**config.mk**
```make
export PLATFORM = sky130hd
export DESIGN_NAME = jt10_acc_seq
export DESIGN_NICKNAME = d
export VERILOG_FILES = /design/src/rtl/jt12_pkg.sv /design/src/rtl/jt10_adpcm_hold.sv /design/src/rtl/jt10_acc_seq.sv
export SDC_FILE = /design/constraint.sdc
export NUM_CORES = 1
export LEC_CHECK = 0
export BUFFER_PORTS_ARGS = -buffer_cell sky130_fd_sc_hd__buf_2
export CELL_PAD_IN_SITES_DETAIL_PLACEMENT = 0
export CELL_PAD_IN_SITES_GLOBAL_PLACEMENT = 1
export CORE_MARGIN = 4
export CORE_UTILIZATION = 45
export CTS_CLUSTER_SIZE = 20
export DETAILED_ROUTE_END_ITERATION = 10
export PLACE_DENSITY_LB_ADDON = 0.2
export SETUP_SLACK_MARGIN = 0.02
export SKIP_LAST_GASP = 1
export SYNTH_ARGS = -nofsm -noshare
export SYNTH_HDL_FRONTEND = slang
export SYNTH_SLANG_ARGS = --single-unit
```
**constraint.sdc**
```tcl
create_clock -name clk -period 17.18 [get_ports clk]
set_input_delay 2.577 -clock clk [delete_from_list [all_inputs] [get_ports clk]]
set_output_delay 2.577 -clock clk [all_outputs]
set_load 0.05 [all_outputs]
```
**src/rtl/jt12_pkg.sv**
```systemverilog
// Shared slot constants and slot decoding for the jt10/jt12 accumulator sequencer.
package jt12_pkg;

    // One sound round is 6 channels x 4 operators.
    localparam int         SLOT_NUM  = 24;
    localparam int         CH_PER_OP = 6;
    localparam logic [4:0] SLOT_LAST = 5'(SLOT_NUM - 1);

    // Channel map: slot%6 = 0,1,2,3,4,5 -> channel 0,1,2,4,5,6 (3 and 7 are never used).
    // Packed as six 3-bit entries, entry 0 in the least significant bits.
    localparam logic [17:0] CH_MAP = {3'd6, 3'd5, 3'd4, 3'd2, 3'd1, 3'd0};

    // Everything the accumulator needs to know about the current slot.
    typedef struct packed {
        logic [2:0] ch;
        logic [1:0] op;
        logic       s1;
        logic       s2;
        logic       s3;
        logic       s4;
        logic       zero;
    } slot_dec_t;

    // Decode of slot 0, used as the reset value of the registered slot outputs.
    localparam slot_dec_t SLOT_DEC_RST = '{
        ch: 3'd0, op: 2'd0, s1: 1'b1, s2: 1'b0, s3: 1'b0, s4: 1'b0, zero: 1'b1
    };

    // Map a slot number 0..23 onto channel, operator, operator-enter strobes and zero.
    function automatic slot_dec_t decode_slot(input logic [4:0] slot);
        slot_dec_t  d;
        logic [4:0] rem;
        int         idx;
        d = '0;
        if (slot < 5'd6) begin
            d.op = 2'd0;
        end else if (slot < 5'd12) begin
            d.op = 2'd1;
        end else if (slot < 5'd18) begin
            d.op = 2'd2;
        end else begin
            d.op = 2'd3;
        end
        rem    = slot - 5'(CH_PER_OP) * {3'b000, d.op};
        idx    = 3 * int'(rem);
        d.ch   = CH_MAP[idx +: 3];
        // Operator order in the accumulator is S1, S3, S2, S4.
        d.s1   = (d.op == 2'd0);
        d.s3   = (d.op == 2'd1);
        d.s2   = (d.op == 2'd2);
        d.s4   = (d.op == 2'd3);
        d.zero = (slot == 5'd0);
        return d;
    endfunction

endpackage

```
**src/rtl/jt10_adpcm_hold.sv**
```systemverilog
// One-entry pending buffer for an ADPCM stereo sample, handed to the accumulator
// only at round boundaries, with a sticky underrun flag.
//
// Handshake: a sample transfers on any clk where valid_i && ready_o; ready_o is
// high exactly while the pending entry is empty and does not depend on valid_i.
module jt10_adpcm_hold
    import jt12_pkg::*;
#(
    parameter int DW = 16
) (
    input  logic          clk,
    input  logic          rst,
    input  logic [DW-1:0] l_i,
    input  logic [DW-1:0] r_i,
    input  logic          valid_i,
    output logic          ready_o,
    input  logic          boundary_i,
    input  logic          underrun_clr_i,
    output logic [DW-1:0] l_o,
    output logic [DW-1:0] r_o,
    output logic          underrun_o
);

    logic [DW-1:0] pend_l_q, pend_l_d;
    logic [DW-1:0] pend_r_q, pend_r_d;
    logic          pend_full_q, pend_full_d;
    logic [DW-1:0] out_l_q, out_l_d;
    logic [DW-1:0] out_r_q, out_r_d;
    logic          underrun_q, underrun_d;
    logic          load;

    assign ready_o    = ~pend_full_q;
    assign l_o        = out_l_q;
    assign r_o        = out_r_q;
    assign underrun_o = underrun_q;

    // Next state: accept into pending, promote pending at a boundary, track underruns.
    always_comb begin
        pend_l_d    = pend_l_q;
        pend_r_d    = pend_r_q;
        pend_full_d = pend_full_q;
        out_l_d     = out_l_q;
        out_r_d     = out_r_q;
        underrun_d  = underrun_q;
        load        = valid_i && !pend_full_q;

        if (boundary_i && pend_full_q) begin
            out_l_d     = pend_l_q;
            out_r_d     = pend_r_q;
            pend_full_d = 1'b0;
        end
        // A load only happens with pending empty, so it never collides with the
        // promotion above; at an empty boundary the new sample waits for the next round.
        if (load) begin
            pend_l_d    = l_i;
            pend_r_d    = r_i;
            pend_full_d = 1'b1;
        end
        if (underrun_clr_i) begin
            underrun_d = 1'b0;
        end
        // Setting is evaluated last so it wins over a simultaneous clear.
        if (boundary_i && !pend_full_q) begin
            underrun_d = 1'b1;
        end
    end

    // State registers.
    always_ff @(posedge clk or posedge rst) begin
        if (rst) begin
            pend_l_q    <= '0;
            pend_r_q    <= '0;
            pend_full_q <= 1'b0;
            out_l_q     <= '0;
            out_r_q     <= '0;
            underrun_q  <= 1'b0;
        end else begin
            pend_l_q    <= pend_l_d;
            pend_r_q    <= pend_r_d;
            pend_full_q <= pend_full_d;
            out_l_q     <= out_l_d;
            out_r_q     <= out_r_d;
            underrun_q  <= underrun_d;
        end
    end

endmodule

```
**src/rtl/jt10_acc_seq.sv**
```systemverilog
// Slot sequencer for the jt10 accumulator: walks the 24 slots of a round, drives
// channel/operator selects, holds ADPCM samples stable per round and captures the mix.
// clk_en is expected to be a divided enable; the registered slot outputs trail the
// counter by one clk, so zero spans exactly one clk_en period per round.
module jt10_acc_seq
    import jt12_pkg::*;
#(
    parameter int DW = 16
) (
    input  logic          clk,
    input  logic          rst,
    input  logic          clk_en,
    input  logic          run,
    input  logic [DW-1:0] adpcmA_l,
    input  logic [DW-1:0] adpcmA_r,
    input  logic          adpcmA_valid,
    output logic          adpcmA_ready,
    input  logic [DW-1:0] adpcmB_l,
    input  logic [DW-1:0] adpcmB_r,
    input  logic          adpcmB_valid,
    output logic          adpcmB_ready,
    output logic [2:0]    cur_ch,
    output logic [1:0]    cur_op,
    output logic          s1_enters,
    output logic          s2_enters,
    output logic          s3_enters,
    output logic          s4_enters,
    output logic          zero,
    output logic [DW-1:0] adpcmA_l_q,
    output logic [DW-1:0] adpcmA_r_q,
    output logic [DW-1:0] adpcmB_l_q,
    output logic [DW-1:0] adpcmB_r_q,
    input  logic [DW-1:0] acc_left,
    input  logic [DW-1:0] acc_right,
    output logic [DW-1:0] left,
    output logic [DW-1:0] right,
    output logic          sample,
    output logic          underrun_a,
    output logic          underrun_b,
    input  logic          underrun_clr
);

    logic [4:0]    slot_q, slot_d;
    slot_dec_t     dec_q, dec_d;
    logic [DW-1:0] left_q, left_d;
    logic [DW-1:0] right_q, right_d;
    logic          sample_q, sample_d;
    logic          advance;
    logic          boundary;

    assign advance  = clk_en && run;
    assign boundary = advance && dec_q.zero;

    assign cur_ch    = dec_q.ch;
    assign cur_op    = dec_q.op;
    assign s1_enters = dec_q.s1;
    assign s2_enters = dec_q.s2;
    assign s3_enters = dec_q.s3;
    assign s4_enters = dec_q.s4;
    assign zero      = dec_q.zero;
    assign left      = left_q;
    assign right     = right_q;
    assign sample    = sample_q;

    // Next state: slot counter with wrap, one-clk-late slot decode, mix capture.
    always_comb begin
        slot_d   = slot_q;
        dec_d    = decode_slot(slot_q);
        left_d   = left_q;
        right_d  = right_q;
        sample_d = boundary;
        if (advance) begin
            slot_d = (slot_q == SLOT_LAST) ? 5'd0 : slot_q + 5'd1;
        end
        if (boundary) begin
            left_d  = acc_left;
            right_d = acc_right;
        end
    end

    // State registers.
    always_ff @(posedge clk or posedge rst) begin
        if (rst) begin
            slot_q   <= 5'd0;
            dec_q    <= SLOT_DEC_RST;
            left_q   <= '0;
            right_q  <= '0;
            sample_q <= 1'b0;
        end else begin
            slot_q   <= slot_d;
            dec_q    <= dec_d;
            left_q   <= left_d;
            right_q  <= right_d;
            sample_q <= sample_d;
        end
    end

    jt10_adpcm_hold #(.DW(DW)) u_hold_a (
        .clk            (clk),
        .rst            (rst),
        .l_i            (adpcmA_l),
        .r_i            (adpcmA_r),
        .valid_i        (adpcmA_valid),
        .ready_o        (adpcmA_ready),
        .boundary_i     (boundary),
        .underrun_clr_i (underrun_clr),
        .l_o            (adpcmA_l_q),
        .r_o            (adpcmA_r_q),
        .underrun_o     (underrun_a)
    );

    jt10_adpcm_hold #(.DW(DW)) u_hold_b (
        .clk            (clk),
        .rst            (rst),
        .l_i            (adpcmB_l),
        .r_i            (adpcmB_r),
        .valid_i        (adpcmB_valid),
        .ready_o        (adpcmB_ready),
        .boundary_i     (boundary),
        .underrun_clr_i (underrun_clr),
        .l_o            (adpcmB_l_q),
        .r_o            (adpcmB_r_q),
        .underrun_o     (underrun_b)
    );

endmodule

```
==> out/metrics.yaml, run 1 <==
run_status:
  status: "complete, no violations"
synth:
  avgSynthCellArea_um2: 16.6
  syn_inst: 433
  syn_nets: 546
  synth_cell_types: 33
  ys_warn_count: 0
  synth-seq-area-share: 0.625
  syn_area_um2: 7210
  ys_seq_elements: 180
clock_network:
  cts_buffers: 17
  postCtsSetupBuffers: 0
  clk_pin_slew_ps: 70
  clock_latency_ps: 420
  htreeDepth: 4
  cts.path.max_buffers: 2
  root_buffer: "clkbuf_16"
  cts_resized: 0
  cts_sinks: 180
  cts-hold-fix-buffers: 0
  cts_tree: "done"
timing:
  hold_viol: 0
  slew_viol_final: 0
  fmax_mhz: 255
  fin_skew_ps: 11.5
  timing.setup.tns_ps: 0
  grt_setup_unrepaired: "false"
  slew-limit-headroom: 0.349
  period_minus_slack_ps: 3920
  finalSetupViolations: 0
  fin_crit_sh: 0.228
  tightestPinTransition_ps: 974
  holdWs_ps: 483
critical_path:
  critPathLaunchType: "input port"
  critical-path-slowest-cell: "mux2_4"
  setup.worst_path.start: "clk_en"
  worstSetupEndpoint: "u_hold_b.r_o[4]"
  required_ps: 17480
  critPathMaxFanout: 35
  reg2reg_to: "cur_ch[1]"
  path_common_cell: "nand2_4"
  crit_family: "simple AND/OR/NAND/NOR gates"
  crit_buf_inv: 2
  path_cells: "buf_2 -> and2_1 -> nand2_4 -> inv_6 -> nand2_4 -> mux2_4"
  r2r_start: "slot_q[2]"
  critPathCaptureType: "register"
  worst-path-stages: 6
  criticalPathCategory: "in -> reg"
  r2r_slack_ps: 14670
  crit_arrival_ps: 4220
  max_stage_delay_ps: 430
  reg2regPathDepth: 8
place:
  gp_congestion: 0.735
  port_buffers: 213
  hpwl_mm: 10.5
  dpl.cell_count: 844
global_route:
  grt.total_usage: 0.167
  globalRouteOverflowTotal: 0
  grt_max_degree: 73
  grt_pass1_wl_mm: 23.6
  antenna_found_initial: 0
  grt_pass1_vias: 4600
floorplan:
  die_h_um: 135
  start_util: 0.457
  die_width_um: 135
  core_um2: 15800
  ioPinCount: 214
  dieArea_um2: 18100
  rows: 46
final_layout:
  fin_nets: 760
  multiInputGateArea_um2: 2500
  seqCellArea_um2: 4510
  area_growth_pct: 24.9
  fill_cells: 1366
  antenna_cells: 0
  final_cell_count_no_fill: 875
  layout-drive-gt1-share: 0.627
routing:
  drt-pass1-iter-count: 4
  viasPerCell: 4.82
  antenna_left: 0
  wl_mm: 14.8
  vias: 4217
  detail_route.wl_per_cell_um: 16.9
  drc: 0
  drtIter0Drc: 153
pwr:
  seqPwrFrac: 0.357
  power_mw: 2.07
  cellLeakagePower_nw: 4.62
  p_comb_frac: 0.457
  vdd.ir_drop.worst_mv: 0.141
  p_int_mw: 1.18
  clockPowerShare: 0.186
  p_per_area_nw_per_um2: 229
  switching_power_mw: 0.890
  swShare: 0.431
job:
  max-cap-violations: 0
min_path:
  hold_path_class: "reg -> reg"
## kinds of logic after synthesis
| family | Yosys count | share of synthesized area |
|---|---|---|
| and+or+nand+nor | 26 | 0.0241 |
| DFF | 180 | 0.625 |
| muxes | 162 | 0.283 |
| adders and majority gates | 10 | 0.0184 |
| buffers and inverters | 33 | 0.0297 |
| xor gates and xnor gates | 4 | 0.00486 |
| AOI/OAI and AO/OA | 18 | 0.0144 |
## worst min-delay path by stage
stage,end,slack [ps],start,cells after the start
6_report,u_hold_a.pend_r_q[13],480,u_hold_a.pend_r_q[13],1
4_1_cts,u_hold_a.pend_r_q[13],490,u_hold_a.pend_r_q[13],1
3_3_place_gp,u_hold_a.pend_r_q[13],460,u_hold_a.pend_r_q[13],1
5_1_grt,u_hold_a.pend_r_q[13],500,u_hold_a.pend_r_q[13],1
3_5_place_dp,u_hold_a.pend_r_q[13],480,u_hold_a.pend_r_q[13],1
2_1_floorplan,u_hold_a.pend_r_q[12],450,u_hold_a.pend_r_q[12],1
## power groups by stage
stage	Combinational, mW	Clock [mW]	Sequential (mW)
after floorplan	0.350	0	1.13
after global placement	0.935	0	0.733
after detailed placement	0.955	0	0.743
after CTS	0.956	0.397	0.739
after global routing	0.996	0.417	0.764
final	0.944	0.385	0.738
## synthesized netlist by cell type (all sizes together)
| cell | count | area share |
|---|---|---|
| inv | 12 | 0.0069 |
| a31oi | 1 | 0.00087 |
| a21oi | 5 | 0.0035 |
| o21ai | 6 | 0.0042 |
| and3b | 3 | 0.0036 |
| dfstp | 2 | 0.0073 |
| nor4b | 1 | 0.0012 |
| buf | 18 | 0.021 |
| fa | 1 | 0.0028 |
| a21o | 1 | 0.0010 |
| o211ai | 1 | 0.0010 |
| nand2 | 7 | 0.0068 |
| o22ai | 2 | 0.0017 |
| ha | 9 | 0.016 |
| xor2 | 1 | 0.0012 |
| o21a | 2 | 0.0021 |
| and3 | 1 | 0.00087 |
| and2 | 1 | 0.00087 |
| or3 | 2 | 0.0017 |
| clkbuf | 3 | 0.0016 |
| dfrtp | 178 | 0.62 |
| nor3b | 1 | 0.0010 |
| nand3 | 4 | 0.0028 |
| nand4 | 1 | 0.00087 |
| xnor2 | 3 | 0.0036 |
| nor2b | 5 | 0.0043 |
| mux2 | 162 | 0.28 |
## through the flow
stage / cell area, um2 / worst slack, ps / util
final: 9000 / 13260 / 0.571
after global routing: 9000 / 13140 / 0.571
after CTS: 9000 / 13250 / 0.571
after detailed placement: 8420 / 12790 / 0.534
after global placement: 8420 / 12840 / 0.534
after floorplan: 7210 / 9720 / -
## layer usage
metal / global-route usage / vias to the layer above / wire length (um)
li1: - / 1941 / -
met1: 0.210 / 2107 / 6290
met2: 0.270 / 144 / 7210
met3: 0.0581 / 25 / 971
met4: 0.0622 / 0 / 335
met5: 0 / - / 0
## final cells by class
cell class | instances | share of cell area
Sequential cell | 180 | 0.501
Tap cell | 216 | 0.0300
Clock inverter | 13 | 0.0163
Clock buffer | 18 | 0.0488
Inverter | 12 | 0.00611
Multi-Input combinational cell | 220 | 0.277
Timing Repair Buffer | 216 | 0.121
## placed cells by master, fill, tap and decap left out, types with 2 or more instances in the layout
| cell | synthesis | routed |
|---|---|---|
| buf_2 | 2 | 213 |
| dfrtp_1 | 178 | 178 |
| mux2_2 | 99 | 99 |
| mux2_4 | 58 | 58 |
| clkbuf_16 | 0 | 17 |
| inv_1 | 11 | 10 |
| ha_1 | 9 | 9 |
| inv_6 | 1 | 7 |
| o21ai_0 | 6 | 6 |
| mux2_1 | 5 | 5 |
| a21oi_1 | 5 | 5 |
| nand2_1 | 4 | 4 |
| nand3_1 | 4 | 4 |
| nand2_4 | 3 | 3 |
| nor2b_1 | 5 | 3 |
| and3b_1 | 3 | 3 |
| xnor2_1 | 3 | 3 |
| buf_4 | 10 | 3 |
| or3_1 | 2 | 2 |
| o21a_1 | 2 | 2 |
| o22ai_1 | 2 | 2 |
| clkinv_2 | 0 | 2 |
| bufinv_16 | 0 | 2 |
| clkinvlp_4 | 0 | 2 |
| clkinv_4 | 0 | 2 |
| dfstp_2 | 2 | 2 |
## registers in the layout, indices dropped and copies added (netlist names), 2 cells and up
register           cells
cur_ch                 3
cur_op                 2
left                  16
right                 16
slot_q                 5
u_hold_a.l_o          16
u_hold_a.pend_l_q     16
u_hold_a.pend_r_q     16
u_hold_a.r_o          16
u_hold_b.l_o          16
u_hold_b.pend_l_q     16
u_hold_b.pend_r_q     16
u_hold_b.r_o          16
Power figures use the tool's default switching activity.
==> run 2: changes to the inputs <==
ABC_AREA = 1   (was unset)
CORE_UTILIZATION = 35   (was 45)
clock period = 3.2 ns   (was 17.18 ns; I/O delays follow)
==> out/metrics.yaml, run 2 <==
run_status:
  status: "complete, no violations"
global_route:
  globalRouteOverflowTotal: 0  # unchanged
  grt_max_degree: 52  # -29%
  grt_pass1_wl_mm: 26.4  # +12%
  grt.total_usage: 0.149  # -0.0177
  grt_pass1_vias: 5214  # +13%
  antenna_found_initial: 3  # +3
synth:
  async_flop_share: 1.00  # unchanged
  synth.cells.most_frequent: "200 x nand2_1, 178 x dfrtp_1, 79 x inv_1"
  syn_area_um2: 7000  # -2.9%
  ys_warn_count: 0  # unchanged
  synth_cell_types: 31  # -6.1%
  avgSynthCellArea_um2: 9.80  # -41%
  yosys-top-cells-area: "dfrtp_1 64%, nand2_1 11%, a21oi_1 4.3%, inv_1 4.2%, nor2_1 3.2%"
  synth-seq-area-share: 0.644  # +0.0186
  synth_edf_count: 0  # unchanged
  synthFlopType: "dfrtp_1"
  syn_inst: 714  # +65%
  yosysMostFrequentCell: "nand2_1"
  synth_largest_area_cell: "dfrtp_1"
  ys_seq_elements: 180  # unchanged
  syn_nets: 827  # +51%
  synth_top_area_frac: 0.636  # +0.0183
place:
  port_buffers: 213  # unchanged
  hpwl_mm: 11.4  # +8.3%
  gp_congestion: 0.750  # +2.1%
  placed_cell_area_um2: 8370  # -0.56%
  place_ws_ps: 507  # -12280 ps
clock_network:
  cts-hold-fix-buffers: 0  # unchanged
  htreeDepth: 4  # unchanged
  cts_resized: 0  # unchanged
  cts_tree: "done"
  root_buffer: "clkbuf_16"
  clock_latency_ps: 420  # about the same
  cts_sinks: 180  # unchanged
  cts.path.max_buffers: 2  # unchanged
  postCtsSetupBuffers: 0  # unchanged
  cts_buffers: 17  # unchanged
  clk_pin_slew_ps: 70  # about the same
final_layout:
  final_common_cell: "buf_2"
  postLayoutCellArea_um2: 8970  # -0.33%
  area_growth_pct: 28.2
  most-common-layout-cells: "213 x buf_2, 198 x nand2_1, 178 x dfrtp_1"
  antenna_cells: 0  # unchanged
  layout-drive-gt1-share: 0.311  # -0.316
  fin_nets: 1040  # +37%
routing:
  drtIter0Drc: 195  # +27%
  antenna_left: 0  # unchanged
  detail_route.wl_per_cell_um: 13.6  # -19%
  drt-pass1-iter-count: 4  # unchanged
  viasPerCell: 4.34  # -9.9%
  drc: 0  # unchanged
  wl_mm: 16.4  # +11%
  vias: 5234  # +24%
timing:
  slew-limit-headroom: 0.343  # -0.00635
  fin_skew_ps: 9.17  # -2.35 ps
  timing.setup.tns_ps: 0  # unchanged
  finalSetupViolations: 0  # unchanged
  fin_crit_sh: 0.854
  fmax_mhz: 366
  hold_viol: 0  # unchanged
  period_minus_slack_ps: 2730
  slew_viol_final: 0  # unchanged
  tightestPinTransition_ps: 984  # +9.51 ps
  grt_setup_unrepaired: "false"
  worst_slack_ps: 467  # -12790 ps
floorplan:
  die_width_um: 149  # +11%
  core_um2: 19600  # +24%
  start_util: 0.357  # -0.0997
  die_h_um: 149  # +11%
  dieArea_um2: 22300  # +23%
  ioPinCount: 214  # unchanged
  rows: 51  # +11%
critical_path:
  r2r_start: "slot_q[4]"
  critPathCaptureType: "register"
  criticalPathCategory: "reg -> reg"
  r2r_slack_ps: 470  # -14200 ps
  setup.worst_path.start: "slot_q[4]"
  crit_arrival_ps: 3050  # -1170 ps
  required_ps: 3520  # -13960 ps
  critPathMaxFanout: 7  # -80%
  critPathLaunchType: "register"
pwr:
  p_per_area_nw_per_um2: 1200  # +420%
  vdd.ir_drop.worst_mv: 0.552  # +290%
  cellLeakagePower_nw: 5.01  # +8.5%
job:
  max-cap-violations: 0  # unchanged
min_path:
  hp-start: "acc_left[6]"
  hold_path_class: "in -> reg"
run 2: changes by cell type after synthesis, sizes merged, moves of 3 or more:
cell	before	now
a21oi	5	60
and3b	3	0
buf	18	26
inv	12	83
mux2	162	8
nand2	7	202
nor2	0	62
nor2b	5	0
o21ai	6	62
xnor2	3	0
run 2: per-layer routing:
metal / global-route usage / vias to the layer above / part of all wire
li1: - / 2644 / -
met1: 0.196 / 2428 / 0.45
met2: 0.235 / 140 / 0.47
met3: 0.0563 / 16 / 0.074
met4: 0.0398 / 6 / 0.011
met5: 0 / - / 0.0025
run 2: cell families (layout without fill, tap and decap cells):
group / count (synthesis) / after routing / synth area share
AOI/OAI and AO/OA: 125 / 125 / 0.0976
xor gates and xnor gates: 2 / 2 / 0.00250
adders and majority gates: 10 / 10 / 0.0189
buffers and inverters: 115 / 341 / 0.0706
DFF: 180 / 180 / 0.644
muxes: 8 / 8 / 0.0129
and+or+nand+nor: 274 / 274 / 0.154
run 2: where the power goes:
part	internal [mW]	switching (mW)	leakage, nW
Sequential	3.32	0.460	2.17
Clock	1.20	0.946	0.287
Combinational	1.24	3.64	2.55
Total	5.76	5.05	5.01
run 2: through the flow:
stage	hold slack [ps]	instances	total power, mW	util
2_1_floorplan	435	714	7.58	-
3_3_place_gp	448	1173	8.73	0.427
3_5_place_dp	453	1173	8.77	0.427
4_1_cts	221	1205	11.0	0.458
5_1_grt	227	1205	11.6	0.458
6_report	246	1205	10.8	0.458
run 2: path summary, 6_finish.rpt:
kind,to,depth (start not counted)
hold / removal,left[6],3
hold reg to reg,u_hold_a.underrun_o,1
min in group asynchronous,right[0],2
setup reg to reg,cur_ch[0],12
max in group asynchronous,s1_enters,3
setup / recovery,cur_ch[0],12
run 2: layout make-up:
cell class | count | area [um2]
fillers | 1952 | 10600
clock inverters | 13 | 160
repair buffers | 225 | 1210
flip-flops and latches | 180 | 4510
multi-input cells | 419 | 2000
well taps | 265 | 332
clock buffers | 19 | 443
inverters | 84 | 322
run 2: critical path, cell delays in order (launching register included):
cell	delay [ps]
dfrtp_1	460
a21oi_1	200
inv_1	150
a21oi_1	180
inv_1	60
nand2_1	140
inv_1	100
ha_1	340
fa_1	520
o21ai_0	290
inv_1	70
nand2_1	70
nor2_1	40
